==> src/rtl/am4_qbus_seq.sv <==
// Q-bus master cycle sequencer with DMA grant arbitration for the am4 core.
// Optional: define AM4_QSEQ_TIMEOUT_EN to enable the RPLY timeout / req_err path.
module am4_qbus_seq #(
  parameter int TOUT_CYCLES = 64
) (
  input  logic        pin_clk,
  input  logic        pin_dclo,
  input  logic        req_start,
  input  logic        req_wr,
  input  logic        req_byte,
  input  logic        req_rmw,
  input  logic        req_iak,
  input  logic [15:0] req_addr,
  input  logic [15:0] req_data,
  output logic        req_rdy,
  output logic        req_ack,
  output logic        req_err,
  output logic [15:0] rd_data,
  input  logic        pin_rply,
  input  logic [15:0] pin_ad_in,
  output logic [15:0] pin_ad_out,
  output logic        pin_ad_ena,
  output logic        pin_ctrl_ena,
  output logic        pin_sync,
  output logic        pin_din,
  output logic        pin_dout,
  output logic        pin_wtbt,
  output logic        pin_iako,
  input  logic        pin_dmr,
  input  logic        pin_sack,
  output logic        pin_dmgo
);

  localparam logic [2:0] S_IDLE  = 3'd0;
  localparam logic [2:0] S_ADDR  = 3'd1;
  localparam logic [2:0] S_ASYN  = 3'd2;
  localparam logic [2:0] S_DATA  = 3'd3;
  localparam logic [2:0] S_DEND  = 3'd4;
  localparam logic [2:0] S_SEND  = 3'd5;
  localparam logic [2:0] S_GRANT = 3'd6;
  localparam logic [2:0] S_DMA   = 3'd7;

  logic [2:0]  state, state_nx;
  logic        rdy_q;
  logic        wr_q, byte_q, rmw_q, iak_q;
  logic        wphase_q;
  logic        armed_q;
  logic [15:0] addr_q, data_q;
  logic        tout;
  logic        rply_ok;

  // RPLY counts only once it has been observed low since the data phase began.
  assign rply_ok = pin_rply && armed_q;

`ifdef AM4_QSEQ_TIMEOUT_EN
  logic [7:0] cnt_q;
  logic       err_q;

  assign tout = (state == S_DATA || state == S_DEND) &&
                (cnt_q == 8'(TOUT_CYCLES - 1));

  always_ff @(posedge pin_clk or posedge pin_dclo) begin
    if (pin_dclo) begin
      cnt_q <= '0;
      err_q <= 1'b0;
    end else begin
      if (state_nx == S_DATA && state != S_DATA)
        cnt_q <= '0;
      else if (state == S_DATA || state == S_DEND)
        cnt_q <= cnt_q + 8'd1;
      // The only non-error way into SEND is DEND seeing RPLY released.
      if (state_nx == S_SEND)
        err_q <= !(state == S_DEND && !pin_rply);
    end
  end

  assign req_ack = (state == S_SEND) && !err_q;
  assign req_err = (state == S_SEND) && err_q;
`else
  assign tout    = 1'b0;
  assign req_ack = (state == S_SEND);
  assign req_err = 1'b0;
`endif

  always_comb begin
    state_nx = state;
    case (state)
      S_IDLE:
        if (rdy_q) begin
          if (pin_dmr)        state_nx = S_GRANT;
          else if (req_start) state_nx = req_iak ? S_DATA : S_ADDR;
        end
      S_ADDR: state_nx = S_ASYN;
      S_ASYN: state_nx = S_DATA;
      S_DATA:
        if (rply_ok)   state_nx = S_DEND;
        else if (tout) state_nx = S_SEND;
      S_DEND:
        if (!pin_rply) state_nx = (rmw_q && !wphase_q) ? S_DATA : S_SEND;
        else if (tout) state_nx = S_SEND;
      S_SEND: state_nx = S_IDLE;
      S_GRANT:
        if (pin_sack)      state_nx = S_DMA;
        else if (!pin_dmr) state_nx = S_IDLE;
      S_DMA:
        if (!pin_sack) state_nx = S_IDLE;
      default: state_nx = S_IDLE;
    endcase
  end

  always_ff @(posedge pin_clk or posedge pin_dclo) begin
    if (pin_dclo) begin
      state    <= S_IDLE;
      rdy_q    <= 1'b0;
      wr_q     <= 1'b0;
      byte_q   <= 1'b0;
      rmw_q    <= 1'b0;
      iak_q    <= 1'b0;
      wphase_q <= 1'b0;
      armed_q  <= 1'b0;
      addr_q   <= '0;
      data_q   <= '0;
      rd_data  <= '0;
    end else begin
      state <= state_nx;
      rdy_q <= 1'b1;
      case (state)
        S_IDLE:
          if (rdy_q && !pin_dmr && req_start) begin
            wr_q     <= req_wr;
            byte_q   <= req_byte;
            rmw_q    <= req_rmw && !req_iak;
            iak_q    <= req_iak;
            addr_q   <= req_addr;
            wphase_q <= req_wr && !req_rmw && !req_iak;
            armed_q  <= !pin_rply;
          end
        S_ASYN: begin
          armed_q <= !pin_rply;
          if (wphase_q) data_q <= req_data;
        end
        S_DATA: begin
          if (!pin_rply) armed_q <= 1'b1;
          if (rply_ok && !wphase_q) rd_data <= pin_ad_in;
        end
        S_DEND:
          // RMW turnaround: SYNC stays up, the write half begins here.
          if (!pin_rply && rmw_q && !wphase_q) begin
            wphase_q <= 1'b1;
            data_q   <= req_data;
            armed_q  <= 1'b1;
          end
        default: ;
      endcase
    end
  end

  always_comb begin
    req_rdy      = (state == S_IDLE) && rdy_q;
    pin_ad_out   = '0;
    pin_ad_ena   = 1'b0;
    pin_ctrl_ena = 1'b0;
    pin_sync     = 1'b0;
    pin_din      = 1'b0;
    pin_dout     = 1'b0;
    pin_wtbt     = 1'b0;
    pin_iako     = 1'b0;
    pin_dmgo     = 1'b0;
    case (state)
      S_ADDR, S_ASYN: begin
        pin_ad_ena   = 1'b1;
        pin_ad_out   = addr_q;
        pin_ctrl_ena = 1'b1;
        pin_wtbt     = wr_q || rmw_q;
        pin_sync     = (state == S_ASYN);
      end
      S_DATA: begin
        pin_ctrl_ena = 1'b1;
        pin_sync     = !iak_q;
        if (wphase_q) begin
          pin_ad_ena = 1'b1;
          pin_ad_out = data_q;
          pin_dout   = 1'b1;
          pin_wtbt   = byte_q;
        end else begin
          pin_din  = 1'b1;
          pin_iako = iak_q;
        end
      end
      S_DEND: begin
        pin_ctrl_ena = 1'b1;
        pin_sync     = !iak_q;
        pin_ad_ena   = wphase_q;
        pin_ad_out   = wphase_q ? data_q : 16'h0000;
      end
      S_SEND:  pin_ctrl_ena = 1'b1;
      S_GRANT: pin_dmgo     = 1'b1;
      default: ;
    endcase
  end

endmodule

==> config.mk <==
export PLATFORM = sky130hd
export DESIGN_NAME = am4_qbus_seq
export DESIGN_NICKNAME = d
export VERILOG_FILES = /design/src/rtl/am4_qbus_seq.sv
export SDC_FILE = /design/constraint.sdc
export NUM_CORES = 1
export LEC_CHECK = 0
export CORE_MARGIN = 2
export CORE_UTILIZATION = 50
export CTS_BUF_LIST = sky130_fd_sc_hd__clkbuf_8
export DETAILED_ROUTE_END_ITERATION = 6
export PLACE_DENSITY = 0.88
export SYNTH_ARGS = -nofsm -noshare
export SYNTH_HDL_FRONTEND = slang
export SYNTH_SLANG_ARGS = --single-unit
==> constraint.sdc <==
create_clock -name pin_clk -period 2.85 [get_ports pin_clk]
set_clock_uncertainty 0.05 [all_clocks]
set_input_delay 0.285 -clock pin_clk [delete_from_list [all_inputs] [get_ports pin_clk]]
set_output_delay 0.285 -clock pin_clk [all_outputs]
set_load 0.01 [all_outputs]
==> out/summary.txt <==
==================================================================================================
Die width                                                                                  79.3 µm
Worst Setup Start Kind                                                                    register
Class of the tightest hold or removal check                                            in -> async
Synthesized flop and latch total                                                                58
Maximum number of pins on one net before global-route repair                                    32
Full die area                                                                          0.00628 mm²
Post-synthesis average cell area                                                          13.4 µm²
GR Overflow Total                                                                                0
Power density over the cells                                                           1100 mW/mm²
Floorplan die height                                                                       79.3 µm
1st-iter DRT viols                                                                             142
# Post-CTS Setup Buffers                                                                         0
Total global-route track usage                                                               22.0%
Final setup TNS                                                                               0 ns
Io pins                                                                                        101
Worst endpoint required time                                                               2.52 ns
Total vias in the final route                                                                 2084
Sequential element share of the synthesized area                                             51.3%
Finish-stage setup viols                                                                         0
Path type of the worst setup path                                                       reg -> out
Clock transition time at the flip-flop clock pins of the worst setup and hold paths        0.07 ns
CTS sink cnt                                                                                    58
Final Net Count                                                                                373
Number of gates resized after CTS                                                                0
Layout-stage area growth over the synthesis result                                           44.0%
Synth top area share                                                                         51.3%
Pre-CTS setup slack                                                                       0.456 ns
Number of maximum-capacitance violations                                                         0
Number of synthesized flops with an enable pin                                                   0
Hold-fix buffers, CTS                                                                            0
Post-layout minimum cycle time                                                             2.63 ns
Cell variety after synth                                                                        48
Area of all sequential standard cells                                                  0.00145 mm²
Worst voltage drop across the vdd grid                                                    0.830 mV
Master cell of the clock root buffer                                                  sky130_fd_sc_hd__clkbuf_8
Slew at the pin closest to its max-slew limit                                             0.585 ns
Leading area contributor after synthesis                                              sky130_fd_sc_hd__dfrtp_1
Yosys Warn Count                                                                                 0
Leakage dissipation                                                                        1.73 nW
Clock latency of the later-clocked register in the worst-skew pair                         0.33 ns
Worst Setup Slack, final                                                                  0.218 ns
Unrepaired setup endpoints after global routing                                                 no
First-pass GRT wire length                                                                10300 µm
Share of synthesized registers carrying an async set or reset                                 100%
TritonCTS clock tree                                                                           yes
Post-detailed-routing wire length                                                          6440 µm
Drc violations                                                                                   0
Status                                                                                complete, no violations
Number of rows in the core area                                                                 27
Highest attainable clock frequency                                                         380 MHz
Critical Path AT                                                                           2.30 ns
Predominant post-synthesis flop cell                                                  sky130_fd_sc_hd__dfrtp_1
Fraction of layout cells with a size suffix above 1                                          25.0%
Post-Synthesis Net Count                                                                       270
Area of combinational cells with multiple inputs                                       0.00125 mm²
Commonest cells after routing, fill and taps aside                                    sky130_fd_sc_hd__clkdlybuf4s50_1 (99), sky130_fd_sc_hd__dfrtp_1 (56), sky130_fd_sc_hd__mux2_2 (30), sky130_fd_sc_hd__mux2_4 (17), sky130_fd_sc_hd__a22o_1 (16)
Placeable core region                                                                  0.00547 mm²
Number of fill cells                                                                           390
Max-slew violation count                                                                         0
Antenna Diode Count                                                                              0
Element type at the critical path end                                                   output pin
Final weighted congestion in routability-driven placement                                    0.907
Slew HR                                                                                      60.9%
Vias in the first global route                                                                2169
Final hold violations                                                                            0
Period utilization                                                                           92.3%
Post-detailed-route via-to-cell ratio                                                         5.32
CTS max path bufs                                                                                2
Remaining antenna violation count                                                                0
PortBufs                                                                                        99
Initial standard-cell utilization of the core                                                51.7%
Leading cell type in the layout, fill and taps excluded                               sky130_fd_sc_hd__clkdlybuf4s50_1
Initial antenna violation count                                                                  0
Post-DP HPWL                                                                               4670 µm
Synth area leaders                                                                    sky130_fd_sc_hd__dfrtp_1 (51%), sky130_fd_sc_hd__mux2_2 (12%), sky130_fd_sc_hd__mux2_4 (9.0%), sky130_fd_sc_hd__a22o_1 (4.9%), sky130_fd_sc_hd__mux2_1 (2.0%)
Gate Count Post-Synth                                                                          212
Count of H-tree levels built during CTS                                                          3
Detail-routed net length per standard cell                                                 16.4 µm
Critical Path Fanout Max                                                                        17
Initial DRT Pass Iterations                                                                      4
Netlist Area Pre-Place                                                                 0.00283 mm²
Number of clock buffers inserted by TritonCTS                                                    9
==================================================================================================
-- routing by layer --
metal	track usage, %	wire [µm]	vias to the layer above	share of wire (%)
met5	0	0	-	0
met4	9.83	145	0	2.3
met3	7.73	439	13	6.8
met2	37.5	3200	90	50
met1	24.9	2650	1003	41
li1	-	-	978	-
-- synthesized netlist by cell type, types with 2 or more instances --
cell type	count
sky130_fd_sc_hd__and3_1	2
sky130_fd_sc_hd__buf_2	4
sky130_fd_sc_hd__nand2_1	12
sky130_fd_sc_hd__nor2b_1	4
sky130_fd_sc_hd__a21oi_1	2
sky130_fd_sc_hd__nor2_1	8
sky130_fd_sc_hd__a22o_1	16
sky130_fd_sc_hd__nand3_1	2
sky130_fd_sc_hd__and2_1	2
sky130_fd_sc_hd__buf_4	4
sky130_fd_sc_hd__mux2_4	17
sky130_fd_sc_hd__buf_6	2
sky130_fd_sc_hd__mux2_2	30
sky130_fd_sc_hd__conb_1	2
sky130_fd_sc_hd__buf_12	2
sky130_fd_sc_hd__dfrtp_1	58
sky130_fd_sc_hd__nor3_1	2
sky130_fd_sc_hd__inv_1	4
sky130_fd_sc_hd__nor3b_1	2
sky130_fd_sc_hd__mux2_1	5
sky130_fd_sc_hd__o21ai_0	3
sky130_fd_sc_hd__nor3_2	2
sky130_fd_sc_hd__or2_2	2
-- cell families after synthesis --
group	after synthesis	synth area share [%]
XOR/XNOR	1	0.309
other	2	0.265
flip-flops	58	51.3
AND/OR/NAND/NOR	46	9.63
buffers and inverters	17	4.64
multiplexers	52	22.9
AO/OA/AOI/OAI	36	11.0
-- cell type report --
class	instances	area share [%]
clock buffer	10	3.38
tap	72	2.21
inverter	4	0.368
clock inverter	6	2.03
timing repair buffer	105	25.7
multi-input combinational	137	30.6
sequential	58	35.7
-- worst paths after layout --
kind | from | endpoint | slack [ns] | cells after the start
setup / recovery | state[1] | pin_ad_ena | 0.22 | 6
hold / removal | pin_dclo | data_q[8] | 0.29 | 2
setup reg to reg | state[2] | wr_q | 0.57 | 4
hold reg to reg | data_q[9] | data_q[9] | 0.44 | 1
max in group asynchronous | pin_dclo | state[0] | 1.87 | 3
min in group pin_clk | data_q[9] | data_q[9] | 0.44 | 1
-- sequential cells by signal, indices dropped and copies added, names as in the netlist --
signal    cells
data_q       16
rd_data      16
rdy_q         1
wr_q          1
armed_q       1
wphase_q      1
byte_q        1
state         3
iak_q         1
addr_q       16
rmw_q         1
-- metrics by stage --
stage                     power [W]  hold WS, ns  utilization (%)  cells  cell area (µm²)
after floorplan             0.00273        0.370                -    212             2830
after global placement      0.00363        0.419             70.4    376             3850
after CTS                   0.00453        0.305             74.4    392             4070
after detailed placement    0.00368        0.427             70.4    376             3850
after global routing        0.00477        0.344             74.5    392             4080
final                       0.00449        0.292             74.5    392             4080
-- critical path: stages, from the launching register on --
cell,delay (ns)
sky130_fd_sc_hd__dfrtp_2,0.50
sky130_fd_sc_hd__nor2b_1,0.19
sky130_fd_sc_hd__a22oi_1,0.24
sky130_fd_sc_hd__nor2_1,0.07
sky130_fd_sc_hd__buf_4,0.20
sky130_fd_sc_hd__or2_2,0.29
sky130_fd_sc_hd__clkdlybuf4s50_1,0.48
-- power by group --
| group | switching, W | internal (W) |
|---|---|---|
| Clock | 0.000322 | 0.000509 |
| Combinational | 0.000833 | 0.00130 |
| Sequential | 0.000305 | 0.00123 |
| Total | 0.00146 | 0.00303 |
(Power assumes the default switching activity.)
==> edit 1: new RTL, same settings <==
Build with the macro `AM4_QSEQ_TIMEOUT_EN` defined.
--- a/src/rtl/am4_qbus_seq.sv
+++ b/src/rtl/am4_qbus_seq.sv
@@ -1,5 +1,7 @@
 // Q-bus master cycle sequencer with DMA grant arbitration for the am4 core.
 // Optional: define AM4_QSEQ_TIMEOUT_EN to enable the RPLY timeout / req_err path.
+`define AM4_QSEQ_TIMEOUT_EN
+
 module am4_qbus_seq #(
   parameter int TOUT_CYCLES = 64
 ) (
Function: same outputs for any inputs over 10 cycles, from zero or initial values; that may be too few to reach the edited logic, so the function may still have changed.
==> edit 1 against the original RTL <==
First-iteration DRC count down 7.7%. Hold slack worse by 0.0055 ns. Wire length up 29%. Sequential cell count up 9. Clock power up 17%. Power up 13%. Worst setup slack worse by 0.078 ns. Register-to-register slack better by 0.13 ns. Cell area up 14%. Synthesized area up 17%. Sequential share of layout area up 0.58 points. Critical path depth down 1. Critical endpoint is now pin_ad_out[1]. Largest cell class unchanged. Largest power group unchanged.
==> edit 1: results (changes against the original RTL) <==
metric,value,unit,change
run status,finished clean,,
first-pass GRT wire length,13400,µm,+29%
pin count of the biggest net entering global routing,68,,+110%
net count after synthesis,336,,+24%
"Slowest-stage cell, CP",clkdlybuf4s50_1,,
R2R Setup Slk,0.70,ns,+0.13 ns
crit path from,state[2],,
"Reg clk slew, reported paths",0.07,ns,about the same
vias in the first global route,2752,,+27%
worst r2r path cells,6,,+2
CTS H-tree lvls,3,,unchanged
Unique masters post-synth,55,,+15%
Critical Path AT,2.38,ns,+0.08 ns
Peak VDD IR,0.703,mV,-15%
final WL,8270,µm,+29%
CP endpoint,pin_ad_out[1],,
Final Max Slew Viols,0,,unchanged
Psw,1.77,mW,+21%
Worst Hold Class,input pin to async pin,,
crit-path max cell delay,0.54,ns,+0.04 ns
port bufs,100,,+1.0%
fill cell count,410,,+5.1%
synth cell count leaders,"67 x dfrtp_1, 46 x mux2_2, 24 x nor2_1, 17 x a22o_1, 10 x nand2_1",,
final RePlAce weighted congestion,0.826,,-8.9%
register area share after synthesis,50.7,%,-0.54 points
Max clock buf depth,2,,unchanged
Pleak,1.97,nW,+14%
layout cells sized above 1,22.7,%,-2.3 points
Post-CTS Setup Repair Bufs,0,,unchanged
Via density,5.55,,+4.4%
Reg-to-Reg End,data_q[15],,
slew at the pin with the worst max-slew slack,0.561,ns,-0.0241 ns
DR iter-0 viols,131,,-7.7%
leading post-synthesis cells by cell area,"dfrtp_1 51%, mux2_2 16%, a22o_1 4.5%",,
total track usage,23.6,%,+1.6 points
hpwl dp,5720,µm,+22%
initial antenna violation count,0,,unchanged
clk_lat worst skew,0.34,ns,
# nets final,441,,+18%
YS warnings,0,,unchanged
[edit 1: cell types whose count changed in the layout (fill, tap and decap cells not counted), sizes merged, moves of 4 or more]
cell / change
nand3: +4
and2: +4
dfrtp: +9
a21oi: +6
o21ai: +7
nor2: +16
[edit 1: what timing repair did]
action                                 4_1_cts  5_1_grt
hold buffers                                 0        0
setup endpoints to repair                   17        9
endpoints found under the hold margin        0        0
gates resized for setup                      1        1
[edit 1: metrics by stage]
stage	power [mW]	worst slack, ns	hold slack, ns	cell area [µm²]	std cells
final	5.09	0.140	0.286	4630	464
after global routing	5.38	0.0327	0.323	4630	464
after CTS	5.12	0.0640	0.290	4630	464
after detailed placement	4.09	0.331	0.427	4380	448
after global placement	4.00	0.454	0.420	4380	448
after floorplan	3.08	0.832	0.367	3310	277
[edit 1: routing by layer]
metal	global-route usage, %	wire, µm	up-vias
met5	0	0	-
met4	8.66	113	0
met3	6.23	540	12
met2	39.3	4260	99
met1	29.7	3360	1261
li1	-	-	1203
[edit 1: area by class of cell]
cell class / count / area (µm²) / area share [%]
Timing Repair Buffer: 109 / 1080 / 23.4
Tap cell: 77 / 96.3 / 2.08
Multi-Input combinational cell: 187 / 1500 / 32.3
Clock inverter: 6 / 111 / 2.41
Inverter: 8 / 30.0 / 0.649
Sequential cell: 67 / 1680 / 36.2
Clock buffer: 10 / 138 / 2.97
[edit 1: logic make-up (layout without fill, tap and decap cells)]
kind of cell | after synthesis | in the layout | share of synthesized area, %
other | 1 | 1 | 0.113
XOR/XNOR | 7 | 7 | 1.85
adder cells (fa/ha/maj) | 1 | 1 | 0.378
flip-flops | 67 | 67 | 50.7
AO/OA/AOI/OAI | 53 | 53 | 12.5
multiplexers | 52 | 52 | 17.6
buffers and inverters | 23 | 133 | 4.09
AND/OR/NAND/NOR | 73 | 73 | 12.7
[edit 1: worst min path at each step]
stage            endpoint  slack, ns
2_1_floorplan   addr_q[3]       0.37
3_3_place_gp         wr_q       0.42
3_5_place_dp    data_q[2]       0.43
4_1_cts        rd_data[9]       0.29
5_1_grt        rd_data[7]       0.32
6_report       rd_data[0]       0.29
[edit 1: critical path, delay by kind of cell, from the launching register on]
kind / cells / cell delay (ns)
flip-flops: 1 / 0.42
buffers and inverters: 1 / 0.54
AO/OA/AOI/OAI: 1 / 0.18
AND/OR/NAND/NOR: 3 / 0.89
[edit 1: power by group through the flow]
stage | Clock [mW] | Combinational (mW) | Sequential [mW]
floorplan | 0 | 1.45 | 1.63
global placement | 0 | 2.33 | 1.67
detailed placement | 0 | 2.41 | 1.68
CTS | 0.994 | 2.45 | 1.68
global route | 1.03 | 2.61 | 1.74
finish | 0.973 | 2.44 | 1.68
==> edit 2: new RTL, same flow settings <==
Without the edit above. Register the output `pin_sync`; this adds one clock of latency there. The other outputs are not delayed to match.
--- a/src/rtl/am4_qbus_seq.sv
+++ b/src/rtl/am4_qbus_seq.sv
@@ -40,6 +40,8 @@
   localparam logic [2:0] S_GRANT = 3'd6;
   localparam logic [2:0] S_DMA   = 3'd7;
 
+  logic pin_sync_d;
+
   logic [2:0]  state, state_nx;
   logic        rdy_q;
   logic        wr_q, byte_q, rmw_q, iak_q;
@@ -160,7 +162,7 @@
     pin_ad_out   = '0;
     pin_ad_ena   = 1'b0;
     pin_ctrl_ena = 1'b0;
-    pin_sync     = 1'b0;
+    pin_sync_d   = 1'b0;
     pin_din      = 1'b0;
     pin_dout     = 1'b0;
     pin_wtbt     = 1'b0;
@@ -172,11 +174,11 @@
         pin_ad_out   = addr_q;
         pin_ctrl_ena = 1'b1;
         pin_wtbt     = wr_q || rmw_q;
-        pin_sync     = (state == S_ASYN);
+        pin_sync_d   = (state == S_ASYN);
       end
       S_DATA: begin
         pin_ctrl_ena = 1'b1;
-        pin_sync     = !iak_q;
+        pin_sync_d   = !iak_q;
         if (wphase_q) begin
           pin_ad_ena = 1'b1;
           pin_ad_out = data_q;
@@ -189,7 +191,7 @@
       end
       S_DEND: begin
         pin_ctrl_ena = 1'b1;
-        pin_sync     = !iak_q;
+        pin_sync_d   = !iak_q;
         pin_ad_ena   = wphase_q;
         pin_ad_out   = wphase_q ? data_q : 16'h0000;
       end
@@ -199,5 +201,9 @@
     endcase
   end
 
+  always_ff @(posedge pin_clk) begin
+    pin_sync <= pin_sync_d;
+  end
+
 endmodule
 
Function: changed (Yosys sat finds a counterexample within 4 cycles, from zero or initial values).
==> edit 2 against the original RTL <==
Wire length shrank 0.56%. Cell area shrank 2.0%. Core utilization grew 2.8 points. Power shrank 1.9%. Sequential cell count grew 1. Die area shrank 3.4%. Critical path depth is the same. Critical path type unchanged. Worst setup slack lost 0.10 ns. Synthesized cell count shrank 0.94%. Non-clock buffer count grew 2. Count of clock-buffer cells in the layout grew 2. Synthesized area shrank 3.6%.
==> edit 2: results (changes against the original RTL) <==
metric,value,unit,change
clkbuf count,12,,+2
vias in the first global route,2193,,+1.1%
Seq. pwr,1.57,mW,+3%
total track usage,22.6,%,+0.53 points
Multi-In Gates,136,,-0.73%
final WL,6400,µm,-0.56%
DR iter-0 viols,71,,-50%
Switching Fraction,33.3,%,+0.76 points
Max-slew headroom,66.5,%,+5.5 points
leading post-synthesis cells by cell area,"dfrtp_1 53%, mux2_1 19%, a22o_1 5.5%",,
net count after synthesis,268,,-0.74%
Vias,2108,,+1.2%
first-pass GRT wire length,10500,µm,+1.8%
placed cell areas,3780,µm²,-1.9%
CTS-repair resized insts,1,,+1
Multi-input gate area,1160,µm²,-7.1%
Pleak,1.69,nW,-2.0%
Final Cell Area,4000,µm²,-2.0%
# nets final,374,,+0.27%
crit-path max cell delay,0.54,ns,+0.04 ns
hpwl dp,4730,µm,+1.2%
Reg-to-Reg End,addr_q[6],,
final RePlAce weighted congestion,0.834,,-8.1%
run status,finished clean,,
layout cells sized above 1,14.0,%,-11 points
pre-CTS setup slack,0.393,ns,-0.0634 ns
register area share after synthesis,53.9,%,+2.6 points
placed cell count,375,,-0.27%
synth cell count leaders,"58 x dfrtp_1, 45 x mux2_1, 17 x a22o_1, 9 x nor2_1, 7 x a21oi_1",,
non-clock buffer count,107,,+1.9%
critical-path maximum fanout,15,,-2
Unique masters post-synth,45,,-6.3%
ClkCell Share,5.32,%,-0.080 points
Worst Hold Slack,0.243,ns,-0.0487 ns
Via density,5.39,,+1.4%
buffering overhead,26.3,%,+0.58 points
Post-Syn Instances,210,,-0.94%
Peak VDD IR,0.749,mV,-9.7%
CTS H-tree lvls,3,,unchanged
Critical Path AT,2.40,ns,+0.10 ns
"Slowest-stage cell, CP",clkdlybuf4s50_1,,
combinational power share,46.2,%,-1.2 points
Seq/total area,36.9,%,+1.2 points
[edit 2: changes by cell type after synthesis, moves of 5 or more]
cell	delta
mux2_1	+40
mux2_2	-24
mux2_4	-17
nand2_1	-8
a21oi_1	+5
[edit 2: cell families after synthesis]
group	after synthesis	share of synthesized area, %
flip-flops	59	53.9
multiplexers	51	21.0
AND/OR/NAND/NOR	43	9.90
AO/OA/AOI/OAI	39	10.9
buffers and inverters	15	3.67
other	2	0.275
XOR/XNOR	1	0.321
[edit 2: worst max path at each step]
stage                           endpoint     start  cells past startpoint  slack [ns]
after floorplan           pin_ad_out[10]  state[0]                      5        1.03
after global placement     pin_ad_out[2]  state[0]                      6        0.46
after detailed placement  pin_ad_out[14]  state[0]                      5        0.39
after CTS                  pin_ad_out[7]  state[1]                      5        0.02
after global routing       pin_ad_out[8]  state[0]                      6       0.001
final                      pin_ad_out[7]  state[0]                      6        0.11
[edit 2: routing by layer]
metal,track usage [%],wire [µm]
met1,27.9,2650
met2,35.7,3110
met3,6.05,450
met4,12.8,189
met5,0,0
